<file path="src/rtl/r2sdf_bitrev_reorder_if.sv">
// rtl/r2sdf_bitrev_reorder_if.sv - shared complex sample type and reorder stream interface
// Optional feature macro: R2SDF_REORDER_ERR_EN (adds err_resync)
package R2SdfDefinesPkg;
  localparam int DW = 16;
  typedef struct packed {
    logic signed [DW-1:0] re;
    logic signed [DW-1:0] im;
  } Cplx;
endpackage

interface r2sdf_bitrev_reorder_if;
  import R2SdfDefinesPkg::*;
  logic en;
  Cplx  in;
  logic in_sync;
  Cplx  out;
  logic out_sync;
  logic out_valid;
`ifdef R2SDF_REORDER_ERR_EN
  logic err_resync;
  modport master (output en, in, in_sync, input out, out_sync, out_valid, err_resync);
  modport slave  (input en, in, in_sync, output out, out_sync, out_valid, err_resync);
`else
  modport master (output en, in, in_sync, input out, out_sync, out_valid);
  modport slave  (input en, in, in_sync, output out, out_sync, out_valid);
`endif
endinterface

</file>
<file path="src/rtl/r2sdf_bitrev_reorder.sv">
// rtl/r2sdf_bitrev_reorder.sv - ping-pong bit-reversed to natural order frame reorder
// Optional feature macro: R2SDF_REORDER_ERR_EN (sticky mid-frame resync flag)
module r2sdf_bitrev_reorder
  import R2SdfDefinesPkg::*;
#(
  parameter int STG = 4
) (
  input  logic                 clk,
  input  logic                 rst_n,
  r2sdf_bitrev_reorder_if.slave io
);

  localparam int N = 1 << STG;

  typedef enum logic {IDLE, STREAM} rd_state_t;

  function automatic logic [STG-1:0] bitrev(input logic [STG-1:0] a);
    logic [STG-1:0] r;
    for (int i = 0; i < STG; i++) r[i] = a[STG-1-i];
    return r;
  endfunction

  Cplx            mem [2*N];
  logic [STG-1:0] wcnt, widx, waddr;
  logic           armed, wbank, wr_en, wr_done;
  logic [1:0]     full;
  rd_state_t      state, state_nxt;
  logic [STG-1:0] rcnt, rcnt_nxt;
  logic           rbank, rbank_nxt, rd_en, rd_last;
  Cplx            rd_q;
  logic           rd_valid, rd_sync;

  // Write side: in_sync forces index 0, otherwise the free-running index is used once armed
  always_comb begin
    widx    = io.in_sync ? '0 : wcnt;
    wr_en   = io.in_sync | armed;
    wr_done = wr_en && (widx == '1);
    waddr   = bitrev(widx);
  end

  // Write counter, arming and bank selection; a mid-frame sync just restarts the same bank
  always_ff @(posedge clk or negedge rst_n) begin
    if (!rst_n) begin
      wcnt  <= '0;
      armed <= 1'b0;
      wbank <= 1'b0;
    end else if (io.en && wr_en) begin
      wcnt  <= widx + STG'(1);
      armed <= 1'b1;
      if (wr_done) wbank <= ~wbank;
    end
  end

  // Bank full flags: set on frame completion, cleared when the reader takes the last word
  always_ff @(posedge clk or negedge rst_n) begin
    if (!rst_n) begin
      full <= '0;
    end else if (io.en) begin
      if (rd_last) full[rbank] <= 1'b0;
      if (wr_done) full[wbank] <= 1'b1;
    end
  end

  // Read FSM: stream natural order; at the last word continue if the other bank is (or is just becoming) full
  always_comb begin
    state_nxt = state;
    rcnt_nxt  = rcnt;
    rbank_nxt = rbank;
    rd_en     = 1'b0;
    rd_last   = 1'b0;
    case (state)
      IDLE: begin
        if (full[rbank]) begin
          state_nxt = STREAM;
          rcnt_nxt  = '0;
        end
      end
      STREAM: begin
        rd_en    = 1'b1;
        rcnt_nxt = rcnt + STG'(1);
        if (rcnt == '1) begin
          rd_last   = 1'b1;
          rbank_nxt = ~rbank;
          if (!(full[~rbank] || (wr_done && (wbank != rbank)))) state_nxt = IDLE;
        end
      end
      default: state_nxt = IDLE;
    endcase
  end

  // Read FSM state register
  always_ff @(posedge clk or negedge rst_n) begin
    if (!rst_n) begin
      state <= IDLE;
      rcnt  <= '0;
      rbank <= 1'b0;
    end else if (io.en) begin
      state <= state_nxt;
      rcnt  <= rcnt_nxt;
      rbank <= rbank_nxt;
    end
  end

  // Two-bank sample RAM with registered read port; contents are never reset
  always_ff @(posedge clk) begin
    if (io.en) begin
      if (wr_en) mem[{wbank, waddr}] <= io.in;
      if (rd_en) rd_q <= mem[{rbank, rcnt}];
    end
  end

  // Read pipeline flags aligned with the RAM read data
  always_ff @(posedge clk or negedge rst_n) begin
    if (!rst_n) begin
      rd_valid <= 1'b0;
      rd_sync  <= 1'b0;
    end else if (io.en) begin
      rd_valid <= rd_en;
      rd_sync  <= rd_en && (rcnt == '0);
    end
  end

  // Output register; out holds its last sample while idle
  always_ff @(posedge clk or negedge rst_n) begin
    if (!rst_n) begin
      io.out       <= '0;
      io.out_valid <= 1'b0;
      io.out_sync  <= 1'b0;
    end else if (io.en) begin
      io.out_valid <= rd_valid;
      io.out_sync  <= rd_sync;
      if (rd_valid) io.out <= rd_q;
    end
  end

`ifdef R2SDF_REORDER_ERR_EN
  logic resync;
  assign resync = io.in_sync & armed & (wcnt != '0);

  // Sticky flag for a sync arriving part-way through a frame
  always_ff @(posedge clk or negedge rst_n) begin
    if (!rst_n) io.err_resync <= 1'b0;
    else if (io.en && resync) io.err_resync <= 1'b1;
  end
`else
  // Mid-frame resync needs no extra state: the writer restarts at sample 0 by itself.
`endif

endmodule

</file>
<file path="src/flat_wrapper.sv">
// flat-port wrapper written by rule: the top's interface ports become plain ports
module r2sdf_bitrev_reorder_flat import R2SdfDefinesPkg::*;
#(
  parameter int STG = 4
)
  (clk, rst_n, io_en, io_in, io_in_sync, io_out, io_out_sync, io_out_valid);
  r2sdf_bitrev_reorder_if io_i ();
  input  logic clk;
  input  logic rst_n;
  input wire logic [$bits(io_i.en)-1:0] io_en;
  input wire logic [$bits(io_i.in)-1:0] io_in;
  input wire logic [$bits(io_i.in_sync)-1:0] io_in_sync;
  output wire logic [$bits(io_i.out)-1:0] io_out;
  output wire logic [$bits(io_i.out_sync)-1:0] io_out_sync;
  output wire logic [$bits(io_i.out_valid)-1:0] io_out_valid;
  assign io_i.en = io_en;
  assign io_i.in = io_in;
  assign io_i.in_sync = io_in_sync;
  assign io_out = io_i.out;
  assign io_out_sync = io_i.out_sync;
  assign io_out_valid = io_i.out_valid;
  r2sdf_bitrev_reorder #(.STG(STG)) u_core (.clk(clk), .rst_n(rst_n), .io(io_i));
endmodule
</file>
<file path="config.mk">
export PLATFORM = sky130hd
export DESIGN_NAME = r2sdf_bitrev_reorder_flat
export DESIGN_NICKNAME = d
export VERILOG_FILES = /design/src/rtl/r2sdf_bitrev_reorder_if.sv /design/src/rtl/r2sdf_bitrev_reorder.sv /design/src/flat_wrapper.sv
export SDC_FILE = /design/constraint.sdc
export NUM_CORES = 1
export LEC_CHECK = 0
export CAP_MARGIN = 20
export CORE_MARGIN = 1.5
export CORE_UTILIZATION = 35
export CTS_BUF_LIST = sky130_fd_sc_hd__clkbuf_16
export CTS_CLUSTER_SIZE = 12
export DETAILED_ROUTE_END_ITERATION = 7
export GPL_ROUTABILITY_DRIVEN = 0
export MAX_ROUTING_LAYER = met4
export SETUP_SLACK_MARGIN = 0.05
export SLEW_MARGIN = 15
export SYNTH_ARGS = -nofsm -noshare
export SYNTH_HDL_FRONTEND = slang
export SYNTH_SLANG_ARGS = --single-unit
export TNS_END_PERCENT = 100
</file>
<file path="constraint.sdc">
create_clock -name clk -period 2.8 [get_ports clk]
set_input_delay 0.7 -clock clk [delete_from_list [all_inputs] [get_ports clk]]
set_output_delay 0.7 -clock clk [all_outputs]
set_load 0.01 [all_outputs]
</file>
Word-level counts from Yosys, hierarchy flattened:

Memories as Yosys holds them, arrays and structs flattened. A register that Yosys moved wholly into a read port is not among the register bits.
Cells that the tools add are included.

* reduce and logical (&&, ||, !) cells: 13
* muxes and demuxes: 24
* shift operators: 0
* multiply operators: 0
* order comparisons: 5
* div/mod/pow operators: 0
* equal/unequal tests: 4
* bitwise logic cells: 7
* add/subtract/negate cells: 2

Operator list (count)
* $mux 1: 15
* $add 4x1->4 const B: 2
* $eq 4x4->1 const B: 2
* $mux 4: 2
* $pmux 4 s2: 1
* $reduce_and 2->1: 4
* $logic_and 1x1->1: 6
* $lt 1x2->1 const B: 3
* $mux 2: 3
* $logic_not 4->1: 1
* $not 1->1: 3
* $reduce_and 3->1: 1
* $and 2x2->2: 1
* $demux 1 s1: 2
* $ge 1x1->1 const B: 2
* $ne 2x1->1 const B: 1
* $not 2->2: 1
* $or 2x2->2: 1
* $pmux 1 s2: 1
* $logic_or 1x1->1: 1
* $ne 1x1->1: 1
* $or 1x1->1: 1

* output and inout port bits: 34
* register bits: 50
* RAM bits: 1024
* latch bits: 0
* memories kept: 1
* input port bits: 36
* memory bits (read-only): 0

Memories
* u_core.mem: depth 32, width 32, read ports 1, clocked after memory_dff 1, wr ports 1, line r2sdf_bitrev_reorder.sv:23 `Cplx mem [2*N];`

Longest topological paths before layout:

Gate-level depths: netlist (run 1).

* depth in word-level cells: 10
* gate-level depth with buffers: 8
* mapped depth without buffers: 7

Least setup slack after synthesis (run 1):

OpenSTA, ideal clock, no wires.

* path type: input to register
* start: input io_en
* end: memory u_core.mem[21][0] (netlist name), enable pin
* arrival: 2.874 ns
* slack: -0.495 ns
* stages on the path: 4
* setup time: 0.421 ns
* cell sequence: clkbuf_1 > clkbuf_1 > nand3_1 > nor2_1

* word-level cells in the longest chain between the ends: 2

Ends and longest elaborated chain
* from (decl): line flat_wrapper.sv:10 `input wire logic [$bits(io_i.en)-1:0] io_en;`
* $mux 1: line r2sdf_bitrev_reorder.sv:106 `if (io.en) begin`
* $mux 1 (implied by the code): line r2sdf_bitrev_reorder.sv:107 `if (wr_en) mem[{wbank, waddr}] <= io.in;`
* to (decl): line r2sdf_bitrev_reorder.sv:23

No other way between the ends.

==> run summary, run 1 <==
number of flops mapped to enable cells by yosys: 1,056
Routed Antenna Nets: 0
NetSw: 11.51 mW
Setup crit end kind: register
r2r setup slk: 0.21 ns
grt total ovfl: 0
largest net degree at the start of global routing: 48
WHS Path Cells: 1
worst-skew pair later-pin latency: 0.68 ns
number of global-route vias before repair: 21,162
Worst Tran Pin Value: 0.7238 ns
max_cap viols: 0
Mapped Area: 0.04186 mm²
boundary pin count: 70
Synth cell types: 47
min-delay src: u_core.rd_q[28]
Leak: 16.01 nW
row count: 126
DR DRC count: 0
Finished Layout Cells: 3,868
Total GRT Usage: 17.34%
via count: 20,318
Crit path required time: 3.20 ns
sequential power share: 45.9%
fill cell count: 10,083
share of post-route cells with drive strength above 1: 27.38%
hpwl dp: 63,830 µm
RSZ-0062 raised after global routing: no
post-CTS sizing: 0
register area share after synthesis: 78.74%
net count after synthesis: 1,952
crit path kind: reg -> reg
Cell Int Power: 30.75 mW
Final setup viols: 0
Worst VDD drop: 0.0005214 V
Chip Height: 348.8 µm
CTS root buffer: clkbuf_16
Starting Density: 35.36%
total CTS buffers: 111
Die X: 348.8 µm
final WL: 102,300 µm
Hold Path Class: reg -> reg
PortBufs: 69
Antenna Cells: 0
Area Overhead vs Synth: 18.83%
Clk pwr share: 32.2%
Crit path arrival time: 2.99 ns
clock tree buffer depth: 3
power density cells: 849.5 mW/mm²
Avg WL per Cell: 26.44 µm
core footprint: 0.1184 mm²
CTS tree: yes
FMAX: 385.6 MHz
fin crit share: 92.62%
Final Hold Fails: 0
Iter 0 DRT Violations: 2,116
drt pass-1 iters: 7
global-route wire length before repair: 148,800 µm
Cells after Synth: 1,913
worst hold margin: 0.4703 ns
dpl cells: 3,678
final net count: 2,231
clk sinks: 1,106
status: completed
R2R Path End: u_core.rd_q[12]
Clock transition at path regs: 0.06 ns
cell count of the worst reg-to-reg path: 6
Worst setup SP type: register
asr flop ratio synth: 4.521%
initial antenna violation count: 0
Final Max Tran Viols: 0
flops & latches, synth: 1,106
Logic pwr share: 21.9%
Via density: 5.253
Setup Skew: 0.02256 ns
die area: 0.1217 mm²
Sw Ratio: 27.23%
max_slew headroom: 51.75%
Fin Setup TNS: 0 ns
CTS H-tree lvls: 3
worst flop-to-flop path startpoint: u_core.rcnt[0]
CP max FO: 37
Hold Path Sink: u_core.io.out[28]
syn avg cell area: 21.88 µm²
min Tclk post-route: 2.593 ns
YS warnings: 0
Synth Flop Type: edfxtp_1
flip-flops by register name (all words and copies together), names as in the netlist, 2 cells and up:
| register | flops |
|---|---|
| u_core.mem | 1024 |
| u_core.wcnt | 4 |
| u_core.io.out | 32 |
| u_core.rcnt | 4 |
| u_core.full | 2 |
| u_core.rd_q | 32 |
synth_stat cells, types with 14 or more instances:
master	n	area (µm²)
a211oi_1	31	232.7
a21oi_1	36	180.2
a22oi_1	94	705.7
buf_2	16	80.08
buf_4	15	112.6
buf_6	20	225.2
clkbuf_1	54	202.7
dfrtp_1	50	1251
edfxtp_1	1056	31710
mux2_2	35	394.1
mux2i_1	126	1261
mux4_2	194	4369
nand2_1	14	52.55
nor2_1	42	157.7
o221ai_1	32	280.3
o22ai_1	32	200.2
critical path, cell delays in order, from the launching register on:
cell and delay (ns):
dfrtp_4 0.47, buf_12 0.24, buf_12 0.31, mux4_2 0.59, a22oi_1 0.35, buf_4 0.20
a22oi_1 0.11
metrics by stage:
stage                     setup WS (ns)  util (%)  total power [mW]  area, µm²
after floorplan                 -0.4674         -             24.46      41940
after global placement         -0.07488     39.21             29.05      46420
after detailed placement       -0.07084     39.21             29.12      46420
after CTS                        0.1653     42.01             42.71      49740
after global routing             0.1177     42.01             43.72      49740
final                            0.2067     42.01             42.26      49740
layout by cell type (no fill, tap or decap), types with 3 or more instances in the layout:
cell,Yosys,layout
clkbuf_16,0,113
dfrtp_1,50,46
nand2b_1,3,3
buf_12,1,57
nand3b_1,3,3
buf_4,15,151
nand2_1,14,13
ha_1,3,3
edfxtp_1,1056,1056
a22oi_1,94,94
o22ai_1,32,32
bufinv_16,0,4
nor2b_1,4,3
o21ai_0,8,8
mux4_2,194,194
a211oi_1,31,31
dfrtp_4,0,4
mux2_2,35,35
nand3_1,7,7
inv_1,8,45
nor2_1,42,10
mux2i_1,126,126
a21oi_1,36,36
clkinv_1,0,10
o221ai_1,32,32
clkdlybuf4s50_1,0,68
clkinv_2,0,17
nor2_4,0,33
power groups by stage:
stage | clock network, mW | registers (mW) | logic [mW]
2_1_floorplan | 0 | 19.7 | 4.80
3_3_place_gp | 0 | 19.7 | 9.32
3_5_place_dp | 0 | 19.8 | 9.35
4_1_cts | 13.9 | 19.4 | 9.40
5_1_grt | 14.5 | 19.5 | 9.74
6_report | 13.6 | 19.4 | 9.25
area by class of cell:
class | instances | area (µm²) | area share (%)
Tap cell | 1600 | 2002 | 4.024
Clock inverter | 76 | 481.7 | 0.9684
Inverter | 8 | 30.03 | 0.06037
Multi-Input combinational cell | 688 | 8461 | 17.01
Clock buffer | 113 | 2828 | 5.685
Sequential cell | 1106 | 32980 | 66.29
Timing Repair Buffer | 277 | 2965 | 5.961
kinds of logic after synthesis:
family                     share of synthesized area [%]
and+or+nand+nor                                   0.8907
muxes                                              14.39
adders and majority gates                        0.08967
DFF                                                78.74
buffers and inverters                              1.674
xor gates and xnor gates                         0.06278
AOI/OAI and AO/OA                                  4.154
worst max path at each step:
| stage | startpoint | end | slack [ns] | cells past startpoint |
|---|---|---|---|---|
| floorplan | io_en | u_core.mem[20][0] | -0.47 | 4 |
| global placement | io_in_sync | u_core.mem[8][23] | -0.07 | 7 |
| detailed placement | io_in_sync | u_core.mem[8][20] | -0.07 | 7 |
| CTS | u_core.rcnt[0] | u_core.rd_q[21] | 0.17 | 7 |
| global route | u_core.rcnt[0] | u_core.rd_q[12] | 0.12 | 6 |
| finish | u_core.rcnt[0] | u_core.rd_q[12] | 0.21 | 6 |
what timing repair did:
| action | 4_1_cts | 5_1_grt |
|---|---|---|
| endpoints found under the hold margin | 19 | 0 |
| hold buffers | 1 | 0 |
| buffers inserted | 0 | 0 |
routing by layer:
metal	track usage (%)	part of all wire [%]	vias up
li1	-	-	8630
met1	22.29	41	10783
met2	28.08	50	770
met3	3.044	6.5	135
met4	5.448	2.8	0
met5	-	0	-
Power figures use the tool's default switching activity.
==> inputs of run 2 (changes only) <==
- CTS_CLUSTER_DIAMETER: unset -> 120
==> run 2 against run 1 <==
  * Global-route usage about the same
  * Sequential share of layout area grew 0.43 points
  * Highest routed layer unchanged
  * Largest power group unchanged
  * Fmax fell by 0.55%
  * Hold slack barely moved
  * Largest cell class unchanged
  * Sequential power about the same
  * Flip-flop and latch count stayed put
  * Clock power fell by 7%
  * Core utilization down 0.27 points
  * Critical path type unchanged
  * Critical endpoint unchanged
  * Wire length up 0.13%
  * Power decreased by 2.4%
==> run summary, run 2 (synthesis gave the netlist of run 1 again) <==
status: completed
setup repair bufs after CTS: 0 (unchanged)
hpwl dp: 63,830 µm (unchanged)
clock tree buffer depth: 3 (unchanged)
Final Max Tran Viols: 0 (unchanged)
post-CTS sizing: 0 (unchanged)
Final Hold Fails: 0 (unchanged)
Area Overhead vs Synth: 18.06%
PnR Total Power: 41.24 mW (-2.4%)
Clock transition at path regs: 0.06 ns (about the same)
max_cap viols: 0 (unchanged)
Hold Path Class: reg -> reg
row count: 126 (unchanged)
fill cell count: 10,097 (+0.14%)
fin crit share: 93.13% (+0.51 points)
boundary pin count: 70 (unchanged)
crit-path cells: buf_12, buf_12, mux4_2, a22oi_1, buf_4, a22oi_1
Worst VDD drop: 0.0004813 V (-7.7%)
Logic pwr share: 22.4% (+0.5 points)
largest net degree at the start of global routing: 48 (unchanged)
worst-skew pair later-pin latency: 0.67 ns (about the same)
final net count: 2,222 (-0.40%)
Total GRT Usage: 17.37% (+0.027 points)
via count: 20,390 (+0.35%)
crit-path max cell delay: 0.59 ns (about the same)
GRT busiest layer: met2
PortBufs: 69 (unchanged)
Worst setup SP type: register
most frequent cells in the layout: 1,056 x edfxtp_1, 194 x mux4_2, 151 x buf_4, 126 x mux2i_1, 105 x clkbuf_16
global-route wire length before repair: 149,000 µm (+0.13%)
clk sinks: 1,106 (unchanged)
Worst Tran Pin Value: 0.7261 ns (+0.002265 ns)
CTS H-tree lvls: 3 (unchanged)
Iter 0 DRT Violations: 2,032 (-4.0%)
drt pass-1 iters: 5 (-2)
Leak: 15.95 nW (-0.38%)
CTS tree: yes
PnR worst setup slack: 0.1924 ns (-0.01429 ns)
FMAX: 383.5 MHz (-0.55%)
Final setup viols: 0 (unchanged)
CTS root buffer: clkbuf_16
power density cells: 834.3 mW/mm² (-1.8%)
grt total ovfl: 0 (unchanged)
largest register by flop count: u_core.mem
commonest non-fill, non-tap cell in the layout: edfxtp_1
initial antenna violation count: 0 (unchanged)
Sw Ratio: 27.55% (+0.32 points)
GR Layer Usage met1: 22.54% (+0.25 points)
min Tclk post-route: 2.608 ns (+0.01429 ns)
met2 Use GR: 28.10% (about the same)
total CTS buffers: 102 (-8.1%)
Avg WL per Cell: 26.53 µm (+0.34%)
final WL: 102,400 µm (+0.13%)
Clk pwr share: 30.5% (-1.7 points)
Crit path required time: 3.18 ns (-0.02 ns)
Multi-input gate area: 0.008461 mm² (unchanged)
Worst Path Buf+Inv: 3 (unchanged)
delay-heaviest family, CP: buffers and inverters
CP max FO: 37 (unchanged)
number of global-route vias before repair: 21,118 (-0.21%)
Starting Density: 35.36% (unchanged)
CP max stage cell: mux4_2
Die X: 348.8 µm (unchanged)
Largest regs: u_core.mem: 1024 flops, u_core.io.out: 32 flops, u_core.rd_q: 32 flops
core footprint: 0.1184 mm² (unchanged)
Routed Antenna Nets: 0 (unchanged)
max FFs per register: 1,024 (unchanged)
sequential power share: 47.1% (+1.2 points)
Cell Int Power: 29.88 mW (-2.9%)
DR DRC count: 0 (unchanged)
Setup crit end kind: register
Crit path arrival time: 2.99 ns (about the same)
RSZ-0062 raised after global routing: no
register area: 0.03298 mm² (unchanged)
crit path kind: reg -> reg
NetSw: 11.36 mW (-1.3%)
routing usage on met3: 2.539% (-0.51 points)
Via density: 5.282 (+0.56%)
Chip Height: 348.8 µm (unchanged)
share of post-route cells with drive strength above 1: 26.12% (-1.3 points)
die area: 0.1217 mm² (unchanged)
Setup Skew: 0.02415 ns (+0.001594 ns)
max_slew headroom: 51.59% (-0.15 points)
pre-CTS WS: -0.07084 ns (unchanged)
==> run 2: changes by cell type in the layout (fill, tap and decap cells not counted) <==
cell        delta
inv_1         +32
clkinv_2      -17
clkinv_1      -10
clkbuf_16      -8
bufinv_16      -4
clkinvlp_4     -2
clkinv_16      +1
clkinv_8       -1
diode_2        +1
inv_6          -1
inv_8          +1
==> run 2: stage by stage <==
step	std cells	utilization, %	cell area (µm²)	TNS [ns]	hold slack [ns]
after floorplan	1913	-	41940	-211.81	0.4044
after global placement	3678	39.21	46420	-3.338	0.4632
after detailed placement	3678	39.21	46420	-4.093	0.4677
after CTS	3859	41.74	49420	0	0.4740
after global routing	3859	41.74	49420	0	0.4909
final	3860	41.75	49420	0	0.4705
==> run 2: repair_timing <==
| action | 4_1_cts | 5_1_grt |
|---|---|---|
| setup endpoints to repair | 0 | 0 |
| hold endpoints to repair | 20 | 0 |
| hold buffers | 1 | 0 |
==> run 2: final timing paths <==
| check | start | end | slack [ns] | depth (start not counted) |
|---|---|---|---|---|
| max | u_core.rcnt[0] | u_core.rd_q[12] | 0.19 | 6 |
| min | u_core.rd_q[3] | u_core.io.out[3] | 0.47 | 1 |
| max reg2reg | u_core.rcnt[0] | u_core.rd_q[12] | 0.19 | 6 |
| min reg2reg | u_core.rd_q[3] | u_core.io.out[3] | 0.47 | 1 |
| max in group asynchronous | rst_n | u_core.io.out[15] | 1.57 | 3 |
| min in group asynchronous | rst_n | u_core.io.out[27] | 0.51 | 2 |
==> run 2: routing by layer <==
layer	part of all wire [%]	vias to the layer above
met5	0	-
met4	2.9	0
met3	6.7	145
met2	50	816
met1	41	10806
li1	-	8623
==> run 2: final cells by class <==
class | count | share of cell area [%]
inverters | 8 | 0.06076
well taps | 1600 | 4.050
multi-input cells | 688 | 17.12
clock inverters | 75 | 0.7291
diodes | 1 | 0.005063
repair buffers | 277 | 6.000
clock buffers | 105 | 5.316
flip-flops and latches | 1106 | 66.72
==> run 2: power by group through the flow <==
stage | sequential, mW | combinational, mW | clock (mW)
6_report | 19.4 | 9.25 | 12.6
5_1_grt | 19.5 | 9.73 | 13.5
4_1_cts | 19.4 | 9.39 | 12.9
3_5_place_dp | 19.8 | 9.35 | 0
3_3_place_gp | 19.7 | 9.32 | 0
2_1_floorplan | 19.7 | 4.80 | 0
==> inputs of run 3 (changes only) <==
- CAP_MARGIN: 20 -> 30
- CORE_MARGIN: 1.5 -> 4
- clock period: 2.8 -> 2.2 ns (I/O delays scaled with it)
==> run 3 against run 2 <==
  * The run now ends with setup timing left
  * Register-to-register slack lost 0.31 ns
  * Clock skew grew 0.0098 ns
  * Critical path depth up 1
  * Sequential power grew 27%
  * Fmax increased by 12%
  * Clock-buffer cell count unchanged
  * Non-clock buffer count rose by 119
  * Hold slack worse by 0.13 ns
  * Global-route usage grew 0.072 points
  * Final area is 5.3% higher
  * Flip-flop and latch count is the same
  * Cell count rose by 3.2%
  * Critical path type unchanged
  * Largest cell class unchanged
  * Largest power group unchanged
==> run summary, run 3 (synthesis gave the netlist of run 1 again) <==
status: finished, violations left
failing checks: setup timing
DP Area: 0.04744 mm² (+2.2%)
Setup crit end kind: register
power density cells: 1059 mW/mm² (+27%)
clock tree buffer depth: 3 (unchanged)
worst hold margin: 0.3395 ns (-0.1311 ns)
Total GRT Usage: 17.44% (+0.072 points)
min Tclk post-route: 2.320 ns (-0.2879 ns)
R2R Path End: u_core.rd_q[30]
drt pass-1 iters: 5 (unchanged)
largest register by flop count: u_core.mem
number of global-route vias before repair: 21,193 (+0.36%)
post-layout util: 43.96% (+2.2 points)
worst setup path end: u_core.rd_q[30]
CP Launch Point: u_core.rcnt[0]
row count: 126 (unchanged)
cell count of the worst reg-to-reg path: 7 (+1)
max_cap viols: 0 (unchanged)
global-route wire length before repair: 154,800 µm (+3.9%)
commonest non-fill, non-tap cell in the layout: edfxtp_1
Worst VDD drop: 0.0007510 V (+56%)
max_slew headroom: 57.57% (+6.0 points)
hpwl dp: 68,460 µm (+7.3%)
PortBufs: 69 (unchanged)
Setup Skew: 0.03397 ns (+0.009822 ns)
max FFs per register: 1,024 (unchanged)
Final setup viols: 13 (+13)
Crit path arrival time: 2.73 ns (-0.26 ns)
RSZ-0062 raised after global routing: yes
r2r setup slk: -0.12 ns (-0.31 ns)
Final Hold Fails: 0 (unchanged)
initial antenna violation count: 1 (+1)
crit path kind: reg -> reg
final instance area: 0.05205 mm² (+5.3%)
fin crit share: 105.4% (+12 points)
largest net degree at the start of global routing: 34 (-29%)
Crit path required time: 2.61 ns (-0.57 ns)
final net count: 2,341 (+5.4%)
Chip Height: 353.8 µm (+1.4%)
Routed Antenna Nets: 0 (unchanged)
Die X: 353.8 µm (+1.4%)
CTS tree: yes
Antenna Cells: 0 (-1)
Iter 0 DRT Violations: 2,295 (+13%)
core footprint: 0.1184 mm² (unchanged)
Starting Density: 35.36% (unchanged)
most frequent cells in the layout: 1,056 x edfxtp_1, 194 x mux4_2, 192 x buf_4, 114 x mux2i_1, 108 x clkbuf_16
Final Max Tran Viols: 0 (unchanged)
CP max FO: 7 (-81%)
die area: 0.1252 mm² (+2.9%)
FMAX: 431.1 MHz (+12%)
CTS root buffer: clkbuf_16
Via density: 5.249 (-0.62%)
via count: 20,903 (+2.5%)
Largest regs: u_core.mem: 1024 flops, u_core.io.out: 32 flops, u_core.rd_q: 32 flops
boundary pin count: 70 (unchanged)
Area Overhead vs Synth: 24.33%
Worst Tran Pin Value: 0.6341 ns (-0.09199 ns)
Leak: 17.06 nW (+7.0%)
Clock transition at path regs: 0.07 ns (about the same)
DR DRC count: 0 (unchanged)
grt total ovfl: 0 (unchanged)
Worst setup SP type: register
PnR worst setup slack: -0.1197 ns (-0.3121 ns)
Hold Path Class: in -> async
worst-skew pair later-pin latency: 0.68 ns (about the same)
share of post-route cells with drive strength above 1: 36.36% (+10 points)
total CTS buffers: 102 (unchanged)
worst flop-to-flop path startpoint: u_core.rcnt[0]
clk sinks: 1,106 (unchanged)
Avg WL per Cell: 27.14 µm (+2.3%)
final WL: 108,100 µm (+5.5%)
CTS H-tree lvls: 3 (unchanged)
## run 3: per-layer routing
metal	GRT usage (%)	part of all wire (%)	wire length, µm	vias to the layer above
li1	-	-	-	8875
met2	28.72	51	54680	709
met5	-	0	0	-
met3	2.066	5.3	5721	128
met1	23.41	42	45590	11191
met4	4.027	1.9	2074	0
## run 3: metrics by stage
stage	setup slack [ns]	power, mW	setup TNS [ns]	instances
global placement	-0.4147	37.74	-324.73	3750
floorplan	0.03748	31.19	0	1913
global route	-0.1389	57.24	-1.241	3982
finish	-0.1197	55.14	-0.4848	3982
CTS	-0.1015	54.93	-1.005	3960
detailed placement	-0.4192	37.83	-325.53	3750
## run 3: power by group
group          switching (mW)  internal, mW
Sequential              0.506          24.2
Clock                    7.34          8.54
Combinational            7.58          6.97
## run 3: worst min-delay path by stage
stage	from	endpoint	slack [ns]	cells after the start
after floorplan	rst_n	u_core.armed	0.25	0
after global placement	u_core.rd_q[29]	u_core.io.out[29]	0.46	1
after detailed placement	u_core.rd_q[27]	u_core.io.out[27]	0.47	1
after CTS	rst_n	u_core.wcnt[1]	0.31	2
after global routing	rst_n	u_core.wcnt[1]	0.36	2
final	rst_n	u_core.wcnt[1]	0.34	2
## run 3: area by class of cell
cell class / instances / area [µm²]
Multi-Input combinational cell: 688 / 9311
Inverter: 8 / 30.03
Clock inverter: 79 / 324.1
Timing Repair Buffer: 396 / 4776
Clock buffer: 105 / 2628
Fill cell: 9949 / 66350
Sequential cell: 1106 / 32980
Tap cell: 1600 / 2002
## run 3: timing repair
action	in CTS	in global routing
buffers inserted	17	20
resized for setup	149	96
endpoints found under the setup margin	60	37
endpoints found under the hold margin	20	0
pin swaps	34	44
cloned	8	3
hold buffers	1	0
## run 3: worst max-delay path: stages (launching register included)
cell and delay (ns):
dfrtp_4 0.50, buf_12 0.16, buf_12 0.14, buf_4 0.13, mux4_2 0.43, mux4_2 0.51
nor2_2 0.13, a21oi_2 0.05
